==> config.mk <==
export PLATFORM = sky130hd
export DESIGN_NAME = regfile_ctrl
export DESIGN_NICKNAME = d
export VERILOG_FILES = /design/src/rtl/regfile_ctrl.sv
export SDC_FILE = /design/constraint.sdc
export NUM_CORES = 1
export LEC_CHECK = 0
export BUFFER_PORTS_ARGS = -buffer_cell sky130_fd_sc_hd__buf_2
export CAP_MARGIN = 5
export CORE_AREA = 2 2 77 94
export CTS_BUF_LIST = sky130_fd_sc_hd__clkbuf_8 sky130_fd_sc_hd__clkbuf_16
export DETAILED_ROUTE_END_ITERATION = 10
export DIE_AREA = 0 0 79 96
export GPL_TIMING_DRIVEN = 0
export HOLD_SLACK_MARGIN = 0.05
export PLACE_DENSITY = 0.79
export SLEW_MARGIN = 20
export SYNTH_ARGS = -nofsm -noshare
export SYNTH_HDL_FRONTEND = slang
export SYNTH_SLANG_ARGS = --single-unit
==> constraint.sdc <==
create_clock -name clk -period 2.6 [get_ports clk]
set_input_delay 0.52 -clock clk [delete_from_list [all_inputs] [get_ports clk]]
set_output_delay 0.52 -clock clk [all_outputs]
set_load 0.02 [all_outputs]
==> src/rtl/regfile_ctrl.sv <==
// regfile_ctrl: multi-cycle instruction sequencer in front of a 16x8 register file.
//
// Takes one 16-bit instruction {op, rd, rs1, rs2} per valid/ready handshake. It reads
// the two operands through the register file's combinational read ports, runs one ALU
// op and writes the result back through the clocked write port. There is no overlap
// between instructions.
//
// Sequence:     IDLE -> READ -> EXEC -> WB -> IDLE (one instruction every 4 cycles)
// Retire point: done is high in the 3rd cycle after the accept edge.
//
// Ports:
//   clk, reset         clock and synchronous active-high reset
//   in_valid/in_ready  instruction handshake; in_ready is high only in IDLE
//   instr              {op[15:12], rd[11:8], rs1[7:4], rs2[3:0]}
//   ra1/rd1, ra2/rd2   register file read ports (the read data is combinational)
//   we/wa3/wd3         register file write port, committed at the end of WB
//   done, illegal      one-cycle retire pulse, plus the illegal-op qualifier
//   result, flags      result and Z/C of the last retired instruction (held)
module regfile_ctrl #(
  parameter int unsigned DATA_W = 8,
  parameter int unsigned ADDR_W = 4
) (
  input  logic              clk,
  input  logic              reset,
  input  logic              in_valid,
  output logic              in_ready,
  input  logic [15:0]       instr,
  output logic [ADDR_W-1:0] ra1,
  output logic [ADDR_W-1:0] ra2,
  input  logic [DATA_W-1:0] rd1,
  input  logic [DATA_W-1:0] rd2,
  output logic              we,
  output logic [ADDR_W-1:0] wa3,
  output logic [DATA_W-1:0] wd3,
  output logic              done,
  output logic [DATA_W-1:0] result,
  output logic              flag_z,
  output logic              flag_c,
  output logic              illegal
);

  typedef enum logic [1:0] {StIdle, StRead, StExec, StWb} state_e;

  state_e              state_q;
  logic [15:0]         instr_q;
  logic [DATA_W-1:0]   opa_q, opb_q;
  logic [ADDR_W-1:0]   ra1_q, ra2_q, wa3_q;
  logic [DATA_W-1:0]   wd3_q, result_q;
  logic                in_ready_q, we_q, done_q, illegal_q, flag_z_q, flag_c_q;

  // ALU decode of the latched instruction, consumed at the end of EXEC
  logic [DATA_W:0]     sum, diff;
  logic [DATA_W-1:0]   alu_res;
  logic                alu_c, alu_wr, alu_set_res, alu_set_flags, alu_ill;

  always_comb begin
    sum           = {1'b0, opa_q} + {1'b0, opb_q};
    diff          = {1'b0, opa_q} - {1'b0, opb_q};
    alu_res       = '0;
    alu_c         = 1'b0;
    alu_wr        = 1'b0;
    alu_set_res   = 1'b0;
    alu_set_flags = 1'b0;
    alu_ill       = 1'b0;
    case (instr_q[15:12])
      4'h0: begin
        // NOP: retires without touching result, flags or the register file
      end
      4'h1: begin
        alu_res     = DATA_W'(instr_q[7:0]);
        alu_wr      = 1'b1;
        alu_set_res = 1'b1;
      end
      4'h2: begin
        alu_res     = opa_q;
        alu_wr      = 1'b1;
        alu_set_res = 1'b1;
      end
      4'h3: begin
        alu_res       = sum[DATA_W-1:0];
        alu_c         = sum[DATA_W];
        alu_wr        = 1'b1;
        alu_set_res   = 1'b1;
        alu_set_flags = 1'b1;
      end
      4'h4, 4'h8: begin
        // CMP is SUB without the write; the top bit of the difference is the borrow
        alu_res       = diff[DATA_W-1:0];
        alu_c         = diff[DATA_W];
        alu_wr        = (instr_q[15:12] == 4'h4);
        alu_set_res   = 1'b1;
        alu_set_flags = 1'b1;
      end
      4'h5: begin
        alu_res       = opa_q & opb_q;
        alu_wr        = 1'b1;
        alu_set_res   = 1'b1;
        alu_set_flags = 1'b1;
      end
      4'h6: begin
        alu_res       = opa_q | opb_q;
        alu_wr        = 1'b1;
        alu_set_res   = 1'b1;
        alu_set_flags = 1'b1;
      end
      4'h7: begin
        alu_res       = opa_q ^ opb_q;
        alu_wr        = 1'b1;
        alu_set_res   = 1'b1;
        alu_set_flags = 1'b1;
      end
      default: begin
        alu_ill = 1'b1;
      end
    endcase
  end

  always_ff @(posedge clk) begin
    if (reset) begin
      state_q    <= StIdle;
      instr_q    <= '0;
      opa_q      <= '0;
      opb_q      <= '0;
      ra1_q      <= '0;
      ra2_q      <= '0;
      wa3_q      <= '0;
      wd3_q      <= '0;
      result_q   <= '0;
      in_ready_q <= 1'b0;
      we_q       <= 1'b0;
      done_q     <= 1'b0;
      illegal_q  <= 1'b0;
      flag_z_q   <= 1'b0;
      flag_c_q   <= 1'b0;
    end else begin
      we_q      <= 1'b0;
      done_q    <= 1'b0;
      illegal_q <= 1'b0;
      unique case (state_q)
        StIdle: begin
          if (in_valid && in_ready_q) begin
            instr_q    <= instr;
            ra1_q      <= ADDR_W'(instr[7:4]);
            ra2_q      <= ADDR_W'(instr[3:0]);
            in_ready_q <= 1'b0;
            state_q    <= StRead;
          end else begin
            in_ready_q <= 1'b1;
          end
        end
        StRead: begin
          opa_q   <= rd1;
          opb_q   <= rd2;
          state_q <= StExec;
        end
        StExec: begin
          wd3_q     <= alu_res;
          wa3_q     <= ADDR_W'(instr_q[11:8]);
          we_q      <= alu_wr;
          done_q    <= 1'b1;
          illegal_q <= alu_ill;
          if (alu_set_res) begin
            result_q <= alu_res;
          end
          if (alu_set_flags) begin
            flag_z_q <= (alu_res == '0);
            flag_c_q <= alu_c;
          end
          state_q <= StWb;
        end
        StWb: begin
          in_ready_q <= 1'b1;
          state_q    <= StIdle;
        end
        default: begin
          state_q <= StIdle;
        end
      endcase
    end
  end

  // A reset arriving in WB must stop the register file commit in that very cycle
  assign we       = we_q && !reset;
  assign in_ready = in_ready_q;
  assign ra1      = ra1_q;
  assign ra2      = ra2_q;
  assign wa3      = wa3_q;
  assign wd3      = wd3_q;
  assign done     = done_q;
  assign illegal  = illegal_q;
  assign result   = result_q;
  assign flag_z   = flag_z_q;
  assign flag_c   = flag_c_q;

endmodule
==> metrics.txt, run 1 <==
Filler cells between 600 and 700; Die W between 70 and 80 µm; Hold WC Path Type primary input to flop; crit path from opa_q[4]; Yosys warning count 0; routability cong. 0.925; Global Route Usage Sum 26.0%; Worst R2R Start opa_q[4]; Crit Path Category flop to flop; drt first-iter violations 200; maximum VDD drop about 480 µV; Final Hold Fails 0; Core Area roughly 0.0067 mm²; most frequent cells in the layout buf_2, dfxtp_1, nand2_1, a21oi_1, nor2_1; Post CTS Setup Buffer Count 0; Rel. slew slack 54.8%; first-pass GRT wire length about 15000 µm; I/O pins 69; Non-Filler Instances just over 600; Placed Cells 589; power per cell area 822 mW/mm²; ys flop type dfxtp_1; Port Buffer Count 68; final setup fails 0; area leader, netlist dfxtp_1; commonest non-fill, non-tap cell in the layout buf_2; capturing point of the worst reg2reg path wd3[7]; post-detail-place hpwl 7100 µm; via count approximately 3.3k; Peak Freq 397 MHz; dpl ws roughly 0.12 ns; sequential share of the synthesized area 32.9%; Final WS setup 0.0834 ns; flops & latches, synth 60; Crit Path Max Fanout 8; Hold Startpoint rd2[0]; # rows 33; Data arrival, critical path 2.78 ns; status finished clean; remaining global-route overflow 0; Final #Nets 579; CP endpoint kind flop; Initial DRT Pass Iterations 5; max-cap violation count 0; Initial Utilization between 50% and 60%; max-slew violation count 0; drt via density between 5 and 6; static leakage 1.82 nW; CP Launch Type flop; vias in the first global route 3193; Worst-path clk slew 0.08 ns; worst slew pin tran ~0.67 ns; Clock Tree Buf Depth 2; Final ANT Viol Nets 0; placed cell area 0.00410 mm²; layout cells sized above 1 23.0%; post-route cell area about 0.0043 mm²; CTS tree built; area added between synthesis and finish 17.8%; share of the synthesized area in the top cell type 32.9%; syn_nets 500; Synth Area per Inst 8.42 µm²; Worst Path Required 2.86 ns; mapped cell area about 0.0037 mm²; Power Total around 3.5 mW; root buffer cell clkbuf_8; r2r setup slk roughly 0.083 ns; H-tree depth 3; largest net degree at the start of global routing 12; post-synthesis instance total 434; fin crit share 96.8%; count of cell types in the netlist 64; Routed WL between 9000 and 10000 µm; WL/cell 15.9 µm; # diodes 0; Hold Crit Endpoint opb_q[0]; clock sink total 60; Die H 96 µm; Final min period about 2.5 ns; Die Footprint 0.00758 mm²; initial antenna violation count 0; top post-synthesis cells by area dfxtp_1, ha_1, mux2i_1, a21oi_1, nand2_1; Final TNS setup 0 ns; clock latency on the worst-skew pair 0.35 ns; DRC Markers 0; EDFF count, synth 0; total CTS buffers 9; Clock Skews ~0.016 ns; hold depth 3; ys async rst share 0%; reg2reg path depth 9
==> routing by layer <==
layer / GRT usage (%) / wire length (µm) / vias to the layer above
met5: 0 / 0 / -
met4: 10.2 / 261 / 0
met3: 4.97 / 434 / 20
met2: 46.1 / 4770 / 122
met1: 30.9 / 4130 / 1551
li1: - / - / 1643
==> cell usage after synthesis (2+ instances only) <==
cell       instances
o21ai_1            2
buf_6              3
nor3_1             5
buf_4             14
nor3_2             2
nor2b_1            5
o221a_2            2
a21oi_1           48
fa_1               2
or3b_2             2
buf_2              3
nor4_2             2
mux2i_1           27
a211oi_1           4
buf_1              3
nand2_1           56
a21o_1             3
clkbuf_1          11
a22o_1             3
o21ai_0            8
nor3b_1            2
a221oi_1           2
dfxtp_1           60
inv_1             26
ha_1              29
nand2b_1          17
o21bai_1           3
nor2_1            34
xnor2_1            4
nor4_1             3
a22oi_1            3
nand4bb_1          3
nand3_1           11
nand4_1            2
==> cell type report <==
class / count / area, µm² / area share (%)
Multi-Input combinational cell: 314 / 2160 / 50.1
Sequential cell: 60 / 1200 / 27.9
Timing Repair Buffer: 68 / 340 / 7.91
Buffer: 34 / 206 / 4.80
Clock buffer: 9 / 124 / 2.88
Tap cell: 87 / 109 / 2.53
Inverter: 26 / 97.6 / 2.27
Clock inverter: 7 / 67.6 / 1.57
==> how the worst max path moves through the flow <==
stage	endpoint	cells past startpoint	slack [ns]
6_report	wd3[7]	9	0.08
3_5_place_dp	flag_z	9	0.12
4_1_cts	flag_z	9	0.09
2_1_floorplan	flag_z	9	0.47
5_1_grt	wd3[7]	9	-0.06
3_3_place_gp	flag_z	9	0.19
==> cell families (layout without fill, tap and decap cells) <==
| logic type | Yosys count | after routing | synth area share, % |
|---|---|---|---|
| fa+ha+maj | 31 | 31 | 11.0 |
| xor+xnor | 6 | 6 | 1.64 |
| simple gates | 154 | 154 | 21.3 |
| buf+inv | 60 | 144 | 8.32 |
| compound gates | 95 | 95 | 17.2 |
| mux | 28 | 28 | 7.71 |
| flops | 60 | 60 | 32.9 |
==> power by group <==
part	switching (mW)	internal, mW	total, mW
registers	0.124	1.04	1.16
logic	0.887	0.638	1.52
clock network	0.410	0.439	0.849
==> state kept, by name (all words and copies together), names as in the netlist <==
register / cells
instr_q: 16
opa_q: 8
opb_q: 8
result: 8
wd3: 8
wa3: 4
state_q: 2
done: 1
flag_c: 1
flag_z: 1
illegal: 1
in_ready: 1
we_q: 1
==> per-stage QoR <==
step                utilization (%)  hold WS, ns
detailed placement             61.3        0.447
finish                         64.3        0.398
global placement               61.3        0.442
floorplan                         -        0.436
CTS                            64.2        0.392
global route                   64.3        0.406
==> worst max-delay path, stage by stage, from the launching register on <==
cell,delay [ns]
dfxtp_1,0.44
inv_1,0.07
ha_1,0.28
buf_4,0.14
nor3_1,0.06
a21o_1,0.19
o311a_1,0.38
nor4_1,0.49
nor4_4,0.13
o31ai_1,0.23
==> repair_timing <==
item                                    in CTS  in global routing
endpoints found under the setup margin       0                  1
gates resized for setup                      0                  2
hold buffers                                 0                  0
Note: power is estimated with default switching activity, not from simulation.
==> inputs of run 2 (changes only) <==
ABC_AREA = 1   (was default)
CORE_AREA = 2 2 76 93   (was 2 2 77 94)
DIE_AREA = 0 0 78 95   (was 0 0 79 96)
PLACE_DENSITY = 0.78   (was 0.79)
==> run 2 against run 1 <==
Synthesized cell count rose by 16%. Sequential power rose by 11%. Cell area fell by 3.8%. Worst setup slack gained 0.23 ns. Critical path depth is 3 higher. Sequential share of layout area is 1.1 points higher. Fmax grew 10%. Synthesized area fell by 5.0%.
==> metrics.txt, run 2 <==
status finished clean; syn_nets 570; ys async rst share 0%; register bank with the most flops instr_q; CP endpoint kind flop; RSZ-0062 raised after global routing false; largest net degree at the start of global routing 13; Port Buffer Count 68; most frequent cells in the layout nand2_1, buf_2, a21oi_1, dfxtp_1, nand3_1; vias in the first global route about 3.1k; EDFF count, synth 0; post-detail-place hpwl 7270 µm; flops & latches, synth 60; count of cell types in the netlist 29; via count around 3.5k; # diodes 0; Die Footprint 0.00741 mm²; most frequent cells after synthesis nand2_1, a21oi_1, dfxtp_1; drt first-iter violations 218; max-cap violation count 0; Final min period about 2.3 ns; Final #Nets 649; Data arrival, critical path 2.52 ns; Final TNS setup 0 ns; WL/cell around 14 µm; Hold WC Path Type primary input to flop; post-synthesis instance total between 500 and 600; fin crit share 87.8%; commonest non-fill, non-tap cell in the layout nand2_1; max reg flops 16; Routed WL 9300 µm; Rel. slew slack 57.5%; Global Route Usage Sum 25.7%; Final ANT Viol Nets 0; sequential share of the synthesized area around a third; Worst Setup EP flag_c; Worst R2R Start opa_q[0]; share of the synthesized area in the top cell type 34.6%; Clock Skews 0.00812 ns; power per cell area 1040 mW/mm²; CTS hold repair buffers 0; Crit Path Category flop to flop; drt via density 5.20; max-slew violation count 0; Initial DRT Pass Iterations 5; Clock Tree Buf Depth 2; r2r setup slk between 0.3 and 0.4 ns; root buffer cell clkbuf_8; area added between synthesis and finish 19.4%; DRC Markers 0; Peak Freq 438 MHz; Worst-path clk slew approximately 0.070 ns; first-pass GRT wire length between 10000 and 15000 µm; clock sink total 60; H-tree depth 3; layout cells sized above 1 a little under a fifth; Worst Path Required between 2 and 3 ns; capturing point of the worst reg2reg path flag_c; worst slew pin tran 0.636 ns; ys flop type dfxtp_1; clock latency on the worst-skew pair between 0.3 and 0.4 ns; Yosys warning count 0; Die H around 95 µm; total CTS buffers 9; Post CTS Setup Buffer Count 0; Crit Path Max Fanout 3; hold slack about 0.4 ns; routability cong. approximately 0.95; mapped cell area 0.00347 mm²; # rows 33; final setup fails 0; CTS resizes 0; crit path from opa_q[0]; top post-synthesis cells by area dfxtp_1, nand2_1, ha_1, a21oi_1, nand3_1; CP Launch Type flop; Initial Utilization 52.5%; CTS tree built; remaining global-route overflow 0; Final Hold Fails 0; initial antenna violation count 0; Core Area around 0.0066 mm²; reg2reg path depth 12; I/O pins 69; Filler cells between 600 and 700; area leader, netlist dfxtp_1; Synth Area per Inst 6.88 µm²; maximum VDD drop 620 µV; static leakage 1.97 nW; Die W 78 µm; cell with the most instances after synthesis nand2_1
-- run 2: final cells by class --
class,count,area [µm²],area share (%)
flip-flops and latches,60,1200,29.0
clock buffers,9,124,2.99
clock inverters,7,98.8,2.39
multi-input cells,364,1930,46.7
well taps,87,109,2.63
plain buffers,24,124,2.99
repair buffers,68,340,8.22
inverters,56,210,5.08
-- run 2: metal layers --
metal	global-route usage, %	vias up	wire length, µm
li1	-	1806	-
met1	32.2	1596	4160
met2	43.8	88	4480
met3	4.49	21	404
met4	10.4	0	246
met5	0	-	0
-- run 2: worst max-delay path, stage by stage (launching register included) --
cell,delay [ns]
dfxtp_1,0.34
ha_1,0.26
fa_1,0.41
nand2_1,0.11
nand3_1,0.12
nand3b_1,0.16
nand2_1,0.06
nand2_1,0.08
a21oi_1,0.07
o21ai_0,0.32
nand3_1,0.13
nand2_1,0.09
inv_1,0.04
-- run 2: worst min-delay path by stage --
stage                              to        start  slack [ns]  depth (start not counted)
after floorplan           instr_q[11]  instr_q[11]        0.43                          2
after global placement         wa3[0]   instr_q[8]        0.44                          2
after detailed placement  instr_q[11]  instr_q[11]        0.45                          2
after CTS                        done        reset        0.39                          2
after global routing             done        reset        0.40                          2
final                            done        reset        0.40                          2
-- run 2: report_power, final --
| group | total, mW | leakage, nW | internal (mW) | switching (mW) |
|---|---|---|---|---|
| sequential | 1.29 | 0.489 | 1.13 | 0.159 |
| clock | 0.952 | 0.110 | 0.546 | 0.406 |
| combinational | 2.05 | 1.37 | 0.667 | 1.38 |
| total | 4.29 | 1.97 | 2.34 | 1.94 |
-- run 2: kinds of logic (layout without fill, tap and decap cells) --
group / count (synthesis) / in the layout / share of synthesized area, %
and+or+nand+nor: 217 / 217 / 27.3
AOI/OAI and AO/OA: 115 / 115 / 16.6
buffers and inverters: 80 / 164 / 9.63
DFF: 60 / 60 / 34.6
adders and majority gates: 31 / 31 / 11.6
xor gates and xnor gates: 1 / 1 / 0.252
-- run 2: metrics by stage --
stage / util [%] / std cells / setup WS [ns] / area, µm² / power (mW)
after CTS: 62.7 / 675 / 0.350 / 4140 / 4.28
final: 62.7 / 675 / 0.318 / 4140 / 4.29
after global placement: 59.3 / 659 / 0.381 / 3920 / 3.30
after global routing: 62.7 / 675 / 0.162 / 4140 / 4.65
after floorplan: - / 504 / 0.772 / 3470 / 2.78
after detailed placement: 59.3 / 659 / 0.365 / 3920 / 3.34
==> inputs of run 3 (changes only) <==
RECOVER_POWER = 100   (was default)
==> run 3 against run 2 <==
Register-to-register slack hardly changed. Via count grew 0.48%. Sequential share of layout area up 0.30 points. Cell count did not move. Sequential cell count stayed put. Die area is the same. Clock skew barely moved. Largest power group unchanged. Cell area fell by 1.0%. Critical path type unchanged. Wire length is 0.37% higher. Worst setup slack lost 0.010 ns. First-iteration DRC count shrank 14%. Global-route usage unchanged.
==> metrics.txt, run 3 (synthesized netlist as in run 2, its figures left out) <==
status finished clean; power per cell area 1040 mW/mm²; # diodes 0; Worst Setup EP flag_c; Max Used Layer met4; total CTS buffers 9; CP endpoint kind flop; remaining global-route overflow 0; crit path from opa_q[0]; fin crit share about nine tenths; Final TNS setup 0 ns; static leakage 1.82 nW; vias in the first global route 3138; via count 3528; Power Total ~4.3 mW; Initial Utilization about 53%; final core utilization 62.0%; RSZ-0062 raised after global routing false; Die W 78 µm; drt via density about 5.2; commonest non-fill, non-tap cell in the layout nand2_1; Data arrival, critical path 2.53 ns; Crit Path Max Fanout 3; max-cap violation count 0; r2r setup slk slightly above 0.3 ns; Clock Skews a little over 0.008 ns; worst slew pin tran 0.634 ns; Core Area roughly 0.0066 mm²; Worst-path clk slew 0.07 ns; first-pass GRT wire length roughly 15000 µm; Port Buffer Count 68; CP Launch Type flop; Routed WL roughly 9300 µm; Die H 95 µm; Worst R2R Start opa_q[0]; drt first-iter violations 187; Clock Tree Buf Depth 2; Final #Nets 649; Die Footprint 0.00741 mm²; Post CTS Setup Buffer Count 0; met3 WL 406 µm; Rel. slew slack 57.6%; clock sink total 60; maximum VDD drop 621 µV; reg2reg path depth 12; Crit Path Category flop to flop; routability cong. 0.951; root buffer cell clkbuf_8; Filler cells about 660; DRC Markers 0; CTS tree built; post-detail-place hpwl about 7300 µm; most frequent cells in the layout nand2_1, a21oi_1, dfxtp_1, nand3_1, clkbuf_1; initial antenna violation count 0; Hold Startpoint reset; max-slew violation count 0; Initial DRT Pass Iterations 4; H-tree depth 3; Final Hold Fails 0; I/O pins 69; CTS resizes 0; WL met1 4180 µm; met2 routed WL about 4500 µm; Final ANT Viol Nets 0; Final min period 2.29 ns; register bank with the most flops instr_q; largest net degree at the start of global routing 13; # rows 33; footprint of the multi-input gates slightly below 0.002 mm²; final setup fails 0; WL/cell roughly 14 µm; area added between synthesis and finish 18.1%; clock latency on the worst-skew pair 0.34 ns; Hold WC Path Type primary input to flop; max reg flops 16; Worst Path Required 2.84 ns; Global Route Usage Sum 25.7%; layout cells sized above 1 13.1%; capturing point of the worst reg2reg path flag_c; Register Area 0.00120 mm²; CTS hold repair buffers 0; Peak Freq around 440 MHz
## run 3: cell types whose count changed in the layout (fill, tap and decap cells not counted)
| cell | before | now |
|---|---|---|
| o21ai_1 | 12 | 7 |
| and2_1 | 1 | 0 |
| and2_0 | 0 | 1 |
| buf_1 | 2 | 0 |
| clkbuf_1 | 11 | 47 |
| o21ai_0 | 34 | 39 |
| buf_2 | 71 | 37 |
## run 3: how the worst min path moves through the flow
stage                  endpoint  cells past startpoint  slack [ns]
floorplan           instr_q[11]                      2        0.43
global placement         wa3[0]                      2        0.44
detailed placement  instr_q[11]                      2        0.45
CTS                        done                      2        0.39
global route               done                      2        0.40
finish                     done                      2        0.40
## run 3: stage by stage
| stage | area, µm² | worst slack [ns] | instances | hold slack [ns] |
|---|---|---|---|---|
| after floorplan | 3470 | 0.772 | 504 | 0.430 |
| after global placement | 3920 | 0.381 | 659 | 0.436 |
| after detailed placement | 3920 | 0.365 | 659 | 0.450 |
| after CTS | 4140 | 0.350 | 675 | 0.387 |
| after global routing | 4100 | 0.162 | 675 | 0.400 |
| final | 4100 | 0.307 | 675 | 0.398 |
## run 3: area by class of cell
| cell class | instances | area share [%] |
|---|---|---|
| multi-input combinational | 364 | 47.2 |
| sequential | 60 | 29.3 |
| timing repair buffer | 68 | 7.30 |
| inverter | 56 | 5.13 |
| clock buffer | 9 | 3.02 |
| buffer | 24 | 2.99 |
| tap | 87 | 2.66 |
| clock inverter | 7 | 2.41 |
## run 3: report_power, final
group | leakage (nW) | switching (mW) | total (mW) | internal (mW)
logic | 1.22 | 1.38 | 2.02 | 0.642
clock network | 0.110 | 0.404 | 0.950 | 0.546
registers | 0.489 | 0.162 | 1.29 | 1.13
## run 3: routing by layer
| layer | vias up | GRT usage (%) |
|---|---|---|
| met5 | - | 0 |
| met4 | 0 | 10.4 |
| met3 | 19 | 4.49 |
| met2 | 91 | 43.8 |
| met1 | 1611 | 32.2 |
| li1 | 1807 | - |
## run 3: worst max-delay path, stage by stage (launching register included)
cell and delay (ns):
dfxtp_1 0.34, ha_1 0.25, fa_1 0.41, nand2_1 0.11, nand3_1 0.12, nand3b_1 0.16, nand2_1 0.06, nand2_1 0.09
a21oi_1 0.07, o21ai_0 0.31, nand3_1 0.13, nand2_1 0.09, inv_1 0.04
